File: src/rtl/sram_bridge.sv
// sram_bridge: splits bus word accesses into SRAM beats with registered, glitch-free active-low strobes
module sram_bridge #(
    parameter int BUS_DW  = 32,
    parameter int SRAM_DW = 16,
    parameter int SRAM_AW = 18,
    parameter int BUS_AW  = 20,
    parameter int RD_WAIT = 2,
    parameter int WR_WAIT = 1
) (
    input  logic                 i_clk,
    input  logic                 i_rst_n,
    input  logic                 i_bus_req,
    input  logic                 i_bus_write,
    input  logic [BUS_AW-1:0]    i_bus_addr,
    input  logic [BUS_DW-1:0]    i_bus_wdata,
    input  logic [BUS_DW/8-1:0]  i_bus_byteen,
    output logic                 o_bus_ack,
    output logic [BUS_DW-1:0]    o_bus_rdata,
    output logic                 o_bus_busy,
    output logic [SRAM_AW-1:0]   o_sram_addr,
    output logic [SRAM_DW-1:0]   o_sram_dq_out,
    output logic                 o_sram_dq_oe,
    input  logic [SRAM_DW-1:0]   i_sram_dq_in,
    output logic                 o_sram_ce_n,
    output logic                 o_sram_oe_n,
    output logic                 o_sram_we_n,
    output logic [SRAM_DW/8-1:0] o_sram_be_n
);
    localparam int N    = BUS_DW / SRAM_DW;
    localparam int KW   = $clog2(N);
    localparam int BW   = (KW > 0) ? KW : 1;
    localparam int NL   = SRAM_DW / 8;
    localparam int SB   = $clog2(NL);
    localparam int MAXW = (RD_WAIT > WR_WAIT) ? RD_WAIT : WR_WAIT;
    localparam int CW   = $clog2(MAXW + 1);

    typedef enum logic [2:0] {S_IDLE, S_RD, S_WR_SETUP, S_WR_PULSE, S_WR_HOLD, S_ACK} state_t;

    state_t               r_state, w_state_nxt;
    logic [BW-1:0]        r_k, w_k_nxt, w_idx;
    logic [CW-1:0]        r_cnt, w_cnt_nxt;
    logic [SRAM_AW-1:0]   r_waddr, w_src_a, w_beat_addr;
    logic [BUS_DW-1:0]    r_wdata, w_src_wd, r_rbuf, w_rbuf_nxt;
    logic [BUS_DW/8-1:0]  r_be, w_src_be;
    logic                 w_idle, w_found, w_rd_last, w_rd_nxt, w_wr_nxt;
    int                   w_start;
    logic                 w_unused;

    // Low address bits select bytes inside a bus word and are not needed by the SRAM side
    assign w_unused = ^i_bus_addr;

    // Next-state logic: beat sequencing, wait counting and next enabled write beat search
    always_comb begin
        w_idle      = r_state == S_IDLE;
        w_src_a     = w_idle ? i_bus_addr[SRAM_AW+SB-1:SB] : r_waddr;
        w_src_wd    = w_idle ? i_bus_wdata : r_wdata;
        w_src_be    = w_idle ? i_bus_byteen : r_be;
        w_start     = w_idle ? 0 : int'(r_k) + 1;
        w_found     = 1'b0;
        w_idx       = '0;
        for (int j = N - 1; j >= 0; j--)
            if (j >= w_start && |w_src_be[j*NL +: NL]) begin
                w_found = 1'b1;
                w_idx   = BW'(j);
            end
        w_state_nxt = r_state;
        w_k_nxt     = r_k;
        w_cnt_nxt   = r_cnt;
        w_rd_last   = 1'b0;
        case (r_state)
            S_IDLE:
                if (i_bus_req) begin
                    w_cnt_nxt   = '0;
                    w_k_nxt     = i_bus_write ? w_idx : '0;
                    w_state_nxt = !i_bus_write ? S_RD : w_found ? S_WR_SETUP : S_ACK;
                end
            S_RD:
                if (r_cnt == CW'(RD_WAIT - 1)) begin
                    w_rd_last   = 1'b1;
                    w_cnt_nxt   = '0;
                    w_state_nxt = (r_k == BW'(N - 1)) ? S_ACK : S_RD;
                    w_k_nxt     = (r_k == BW'(N - 1)) ? r_k : r_k + 1'b1;
                end else
                    w_cnt_nxt = r_cnt + 1'b1;
            S_WR_SETUP: begin
                w_cnt_nxt   = '0;
                w_state_nxt = S_WR_PULSE;
            end
            S_WR_PULSE:
                if (r_cnt == CW'(WR_WAIT - 1)) w_state_nxt = S_WR_HOLD;
                else w_cnt_nxt = r_cnt + 1'b1;
            S_WR_HOLD: begin
                w_state_nxt = w_found ? S_WR_SETUP : S_ACK;
                w_k_nxt     = w_found ? w_idx : r_k;
            end
            default: w_state_nxt = S_IDLE;
        endcase
        w_rd_nxt    = w_state_nxt == S_RD;
        w_wr_nxt    = w_state_nxt == S_WR_SETUP || w_state_nxt == S_WR_PULSE || w_state_nxt == S_WR_HOLD;
        w_beat_addr = (w_src_a & ~SRAM_AW'(N - 1)) | SRAM_AW'(w_k_nxt);
        w_rbuf_nxt  = r_rbuf;
        if (w_rd_last) w_rbuf_nxt[r_k*SRAM_DW +: SRAM_DW] = i_sram_dq_in;
    end

    // FSM state and captured request attributes
    always_ff @(posedge i_clk or negedge i_rst_n)
        if (!i_rst_n) begin
            r_state <= S_IDLE;
            r_k     <= '0;
            r_cnt   <= '0;
            r_waddr <= '0;
            r_wdata <= '0;
            r_be    <= '0;
            r_rbuf  <= '0;
        end else begin
            r_state <= w_state_nxt;
            r_k     <= w_k_nxt;
            r_cnt   <= w_cnt_nxt;
            r_rbuf  <= w_rbuf_nxt;
            if (w_idle && i_bus_req) begin
                r_waddr <= w_src_a;
                r_wdata <= i_bus_wdata;
                r_be    <= i_bus_byteen;
            end
        end

    // Outputs registered from the next state so strobes never glitch
    always_ff @(posedge i_clk or negedge i_rst_n)
        if (!i_rst_n) begin
            o_sram_ce_n   <= 1'b1;
            o_sram_oe_n   <= 1'b1;
            o_sram_we_n   <= 1'b1;
            o_sram_be_n   <= '1;
            o_sram_dq_oe  <= 1'b0;
            o_sram_addr   <= '0;
            o_sram_dq_out <= '0;
            o_bus_ack     <= 1'b0;
            o_bus_busy    <= 1'b0;
            o_bus_rdata   <= '0;
        end else begin
            o_sram_ce_n  <= !(w_rd_nxt || w_wr_nxt);
            o_sram_oe_n  <= !w_rd_nxt;
            o_sram_we_n  <= w_state_nxt != S_WR_PULSE;
            o_sram_dq_oe <= w_wr_nxt;
            o_sram_be_n  <= w_rd_nxt ? '0 : w_wr_nxt ? ~w_src_be[w_k_nxt*NL +: NL] : '1;
            o_bus_ack    <= w_state_nxt == S_ACK;
            o_bus_busy   <= w_state_nxt != S_IDLE;
            if (w_rd_nxt || w_state_nxt == S_WR_SETUP) o_sram_addr <= w_beat_addr;
            if (w_state_nxt == S_WR_SETUP) o_sram_dq_out <= w_src_wd[w_k_nxt*SRAM_DW +: SRAM_DW];
            if (w_rd_last && r_k == BW'(N - 1)) o_bus_rdata <= w_rbuf_nxt;
        end
endmodule

File: config.mk
export PLATFORM = sky130hd
export DESIGN_NAME = sram_bridge
export DESIGN_NICKNAME = d
export VERILOG_FILES = /design/src/rtl/sram_bridge.sv
export SDC_FILE = /design/constraint.sdc
export NUM_CORES = 1
export LEC_CHECK = 0
export CAP_MARGIN = 20
export CORE_ASPECT_RATIO = 1.4
export CORE_MARGIN = 2
export CORE_UTILIZATION = 35
export DETAILED_ROUTE_END_ITERATION = 12
export GPL_TIMING_DRIVEN = 0
export PLACE_DENSITY = 0.6
export SLEW_MARGIN = 15
export SYNTH_ARGS = -nofsm -noshare
export SYNTH_HDL_FRONTEND = slang
export SYNTH_SLANG_ARGS = --single-unit
File: constraint.sdc
create_clock -name i_clk -period 2.35 [get_ports i_clk]
set_input_delay 0.235 -clock i_clk [delete_from_list [all_inputs] [get_ports i_clk]]
set_output_delay 0.235 -clock i_clk [all_outputs]
set_load 0.05 [all_outputs]
# ---- Word level (Yosys, flattened, before mapping)
# Cells that the tools add are included.
dict set report totals {
  in_bits 76
  regBits 166
}
dict set report classes {
  reduce_logical 18
  n_lt_le_gt_ge 2
  n_addsub 4
  n_bitwise 2
  n_shift 4
  n_mux 30
  eq_ne 13
}
# operator count
set ops {}
lappend ops {{2-to-1 mux 32 bit} 2}
lappend ops {{negator 5 -> 34 bit} 1}
lappend ops {{variable shift 16 x 34 -> 32 bit, first input constant} 1}
lappend ops {{indexed part select 16 x 34 -> 32 bit} 1}
lappend ops {{bitwise mux 32 bit} 1}
lappend ops {{indexed part select 32 x 6 -> 16 bit} 1}
lappend ops {{2-to-1 mux 18 bit} 1}
lappend ops {{2-to-1 mux 3 bit} 6}
lappend ops {{bitwise OR 18 x 1 -> 18 bit} 1}
lappend ops {{one-hot mux 3 bit (5 select lines)} 1}
lappend ops {{== test 3 x 2 -> 1 bit, second input constant} 4}
lappend ops {{2-to-1 mux 2 bit} 6}
lappend ops {{2-to-1 mux 1 bit} 10}
lappend ops {{== test 3 bit, second input constant} 3}
lappend ops {{one-hot mux 2 bit (4 select lines)} 1}
lappend ops {{== test 3 x 1 -> 1 bit, second input constant} 2}
lappend ops {{greater-or-equal comparator 1 x 2 -> 1 bit, first input constant} 2}
lappend ops {{logical AND 1 bit} 4}
lappend ops {{logical OR 1 bit} 4}
lappend ops {{2-to-1 mux 4 bit} 1}
lappend ops {{inequality test 2 bit, second input constant} 2}
lappend ops {{nonzero test 4 bit} 1}
lappend ops {{OR reduction 2 bit} 2}
lappend ops {{indexed part select 4 x 3 -> 2 bit} 1}
lappend ops {{other kinds (13)} 14}

# ---- Logic depth before layout (Yosys ltp)
dict set report logic_depth {
  depth_word 15
  depth_mapped 8
  ltp_nobuf 7
}

# ---- Worst setup path before layout
# Ideal clock, no wire load.
dict set report synth_path {
  kind {reg-to-reg}
  startpoint {register r_cnt[0]}
  endpoint {register o_sram_addr[10]}
  period_less_slack_ns 2.132
  path_stages_with_launch 9
  setup_slack_ns 0.218
  setup_ns 0.128
  t_arrival_ns 2.005
  path_cell_list {dfrtp_1 inv_1 ha_1 a31oi_1 o21ai_0 a311oi_4 a21oi_4 buf_4 mux2_1}
}
dict set report synth_between {
  elab_chain_len 5
}
# item line
set synth_lines {}
lappend synth_lines {{from (decl)} 41} ;# logic [CW-1:0] r_cnt, w_cnt_nxt;
lappend synth_lines {{from (signal assigned)} 118} ;# r_cnt <= w_cnt_nxt;
lappend synth_lines {{== test 2 x 1 -> 1 bit / logical NOT 2 bit (equally long branches)} {78, 90}}
lappend synth_lines {{2-to-1 mux 3 bit (on tied branches)} {78, 90}}
lappend synth_lines {{one-hot mux 3 bit (5 select lines) (*)} 70} ;# case (r_state)
lappend synth_lines {{== test 3 x 1 -> 1 bit / == test 3 x 2 -> 1 bit (equally long branches)} {98, 148}}
lappend synth_lines {{logical OR 1 bit (*)} 148} ;# if (w_rd_nxt || w_state_nxt == S_WR_SETUP) o_sram_addr <= w_beat_addr;
lappend synth_lines {{to (signal assigned)} 148}
lappend synth_lines {{to (decl)} 20} ;# output logic [SRAM_AW-1:0] o_sram_addr,
# Every way passes the cells marked *; elsewhere a longest branch is shown, timed or not.
# A chain may end at the register's enable or synchronous reset.

# ---- Final worst setup path
dict set report layout_path {
  startpoint {register r_cnt[0]}
  endpoint {register o_sram_addr[12]}
}
# The elaborated chain is that of the path after synthesis.

==> results.sh <==
export IMPL_r2r_end="o_sram_addr[12]"
export IMPL_drtIter0Drc=266
export IMPL_r2r_start="r_cnt[0]"
export IMPL_startpoint_type="flop"
export IMPL_initial_core_util=0.3545
export IMPL_portBuffers=146
export IMPL_cpPeakStageDelay_ns=0.41
export IMPL_cts_root_buffer="clkbuf_16"
export IMPL_intPower_mw=9.036
export IMPL_max_slew_margin=0.5601
export IMPL_period_minus_slack_ns=2.357
export IMPL_drc_errors=0
export IMPL_cpMaxStageDelayCell="a311oi_4"
export IMPL_holdWs_ns=0.3322
export IMPL_clock_path_buffers=2
export IMPL_ir_drop_mv=0.6406
export IMPL_grt_remaining_overflow=0
export IMPL_yosysWarnings=0
export IMPL_max_cap_violations=0
export IMPL_async_flop_share=1.000
export IMPL_placed_cells=923
export IMPL_p_per_area_nw_per_um2=1677
export IMPL_dieArea_um2=19820
export IMPL_reg2reg_depth=8
export IMPL_postSynthCellCount=532
export IMPL_path_delay_family="compound AO/OA/AOI/OAI gates"
export IMPL_instances_no_fill=963
export IMPL_comb_power_share=0.502
export IMPL_grt_pass1_wl_mm=26.45
export IMPL_critPathMaxFanout=10
export IMPL_vias_per_cell=4.920
export IMPL_pwr_share_seq=0.298
export IMPL_design_portCount=150
export IMPL_ant_nets=0
export IMPL_clock_skew_ns=0.01109
export IMPL_layout_drive_gt1_share=0.2392
export IMPL_syn_nets=611
export IMPL_final_cell_mix="145 x clkdlybuf4s50_1, 144 x dfrtp_1, 102 x nand2_1, 92 x mux2_2, 37 x mux2i_1"
export IMPL_place_hpwl_mm=11.92
export IMPL_hold_violations=0
export IMPL_r2r_setup_slack_ns=-0.007
export IMPL_rows=59
export IMPL_synth_edf_count=0
export IMPL_crit_chain="inv_1, ha_1, a31oi_1, o21ai_2, a311oi_4, a21oi_4, buf_4, mux2_1"
export IMPL_cts_sinks=149
export IMPL_syn2layout_area_growth_pct=39.70
export IMPL_hold_class="input port to asynchronous set/reset pin"
export IMPL_syn_avg_cell_area_um2=12.30
export IMPL_grt_total_usage=0.1711
export IMPL_gp_congestion=0.7927
export IMPL_p_clk_frac=0.200
export IMPL_cts_htree_levels=4
export IMPL_clk_pin_slew_ns=0.06
export IMPL_worstPathRequired_ns=2.66
export IMPL_p_leak_nw=3.937
export IMPL_grt_pass1_vias=4935
export IMPL_synth_seq_area_share=0.5709
export IMPL_drt_pass1_iter_count=6
export IMPL_core_area_um2=18460
export IMPL_dpl_worst_slack_ns=-0.6645
export IMPL_final_nets=785
export IMPL_switchingPower_mw=6.294
export IMPL_numCtsBuffers=17
export IMPL_worst_setup_path_type="flop to flop"
export IMPL_cts_tree="done"
export IMPL_final_max_slew_viol_count=0
export IMPL_violations="setup timing"
export IMPL_detail_route_wl_per_cell_um=17.07
export IMPL_outcome="finished with violations"
export IMPL_vias=4738
export IMPL_p_sw_frac=0.4106
export IMPL_synth_cell_types=39
export IMPL_worst_slack_ns=-0.007073
export IMPL_finalCritPeriodShare=1.003
export IMPL_ys_ff_latch=149
export IMPL_die_y_um=165.8
export IMPL_grt_max_degree=97
export IMPL_diodes=0
export IMPL_ys_flop_type="dfrtp_1"
export IMPL_antenna_found_initial=0
export IMPL_endpoint_kind="flop"
export IMPL_total_power_mw=15.33
export IMPL_die_w_um=119.6
export IMPL_crit_arrival_ns=2.66
export IMPL_wirelength_mm=16.44
export IMPL_path_buf_inv=2
export IMPL_worstSkewPairLatency_ns=0.42
export IMPL_clock_fmax_mhz=424.3
export IMPL_synth_area_um2=6543
export IMPL_worstMarginPinSlew_ns=0.6599
export IMPL_finalSetupViolations=2
export IMPL_layout_commonest_cell="clkdlybuf4s50_1"
## worst reg2reg max path, stage by stage, from the launching register on
cell	delay [ns]
dfrtp_1	0.40
inv_1	0.08
ha_1	0.26
a31oi_1	0.34
o21ai_2	0.14
a311oi_4	0.41
a21oi_4	0.08
buf_4	0.21
mux2_1	0.33
## registers in the layout, summed over array words and instances, names as in the netlist, 2 cells and up
register       count
o_bus_rdata       32
r_wdata           32
o_sram_addr       18
r_waddr           17
o_sram_dq_out     16
r_rbuf            16
r_be               4
r_state            3
o_sram_be_n        2
r_cnt              2
## metal layers
layer | share of wire | wire (um) | up-vias | GRT usage
met5 | 0 | 0 | - | 0
met4 | 0.022 | 360 | 0 | 0.07110
met3 | 0.041 | 674 | 26 | 0.03228
met2 | 0.52 | 8483 | 147 | 0.2979
met1 | 0.42 | 6924 | 2347 | 0.2063
li1 | - | - | 2218 | -
## layout make-up
cell class,instances,area (um^2)
fill,1672,9315
sequential,149,3735
multi-input combinational,344,2693
timing repair buffer,156,1564
clock buffer,19,452.9
tap,244,305.3
clock inverter,13,217.7
buffer,30,142.6
inverter,8,30.03
## cell usage after synthesis (3+ instances only)
cell type  instances  area [um^2]
mux2_1            13        146.4
inv_1              8        30.03
dfrtp_1          144         3603
nand3_1            3        15.01
mux2i_1           38        380.4
a22o_1            16        140.1
nand2b_1           3        18.77
nand2_1          103        386.6
a31oi_1           19        118.9
ha_1               3        37.54
o21ai_0           19        95.09
clkbuf_1          22        82.58
dfstp_2            5        131.4
nor2_1             6        22.52
buf_2              6        30.03
mux2_2            92         1036
## metrics by stage
step            TNS [ns]  utilization  area [um^2]
2_1_floorplan          0            -         6543
6_report       -0.009299       0.4953         9140
3_5_place_dp      -31.98       0.4520         8342
3_3_place_gp     -748.17       0.4502         8309
5_1_grt          -0.8798       0.4953         9140
4_1_cts         -0.07364       0.4908         9057
## what timing repair did
| action | CTS | global route |
|---|---|---|
| resized for setup | 10 | 18 |
| hold endpoints to repair | 52 | 0 |
| hold buffers | 1 | 0 |
| pin swaps | 1 | 2 |
| setup endpoints to repair | 57 | 47 |
| buffers inserted | 2 | 6 |
## kinds of logic (layout without fill, tap and decap cells)
family | Yosys count | in the layout | share of synthesized area
buffers and inverters | 39 | 226 | 0.02410
multiplexers | 143 | 143 | 0.2389
flip-flops | 149 | 149 | 0.5709
AO/OA/AOI/OAI | 69 | 69 | 0.07650
adder cells (fa/ha/maj) | 3 | 3 | 0.005738
AND/OR/NAND/NOR | 129 | 129 | 0.08396
## power groups by stage
stage,clock (mW),combinational [mW],sequential [mW]
6_report,3.06,7.70,4.57
4_1_cts,3.13,7.66,4.58
2_1_floorplan,0,3.22,6.57
3_5_place_dp,0,7.57,4.61
5_1_grt,3.25,8.23,4.72
3_3_place_gp,0,7.44,4.56
## how the worst max path moves through the flow
| stage | start | end | slack (ns) | depth (start not counted) |
|---|---|---|---|---|
| 2_1_floorplan | r_cnt[0] | o_sram_addr[10] | 0.22 | 8 |
| 3_3_place_gp | i_rst_n | r_waddr[12] | -4.93 | 1 |
| 3_5_place_dp | i_bus_req | o_sram_addr[12] | -0.66 | 7 |
| 4_1_cts | r_state[2] | o_sram_addr[0] | -0.03 | 8 |
| 5_1_grt | r_cnt[0] | o_sram_addr[10] | -0.07 | 8 |
| 6_report | r_cnt[0] | o_sram_addr[12] | -0.007 | 8 |
Note: power is estimated with default switching activity, not from simulation.
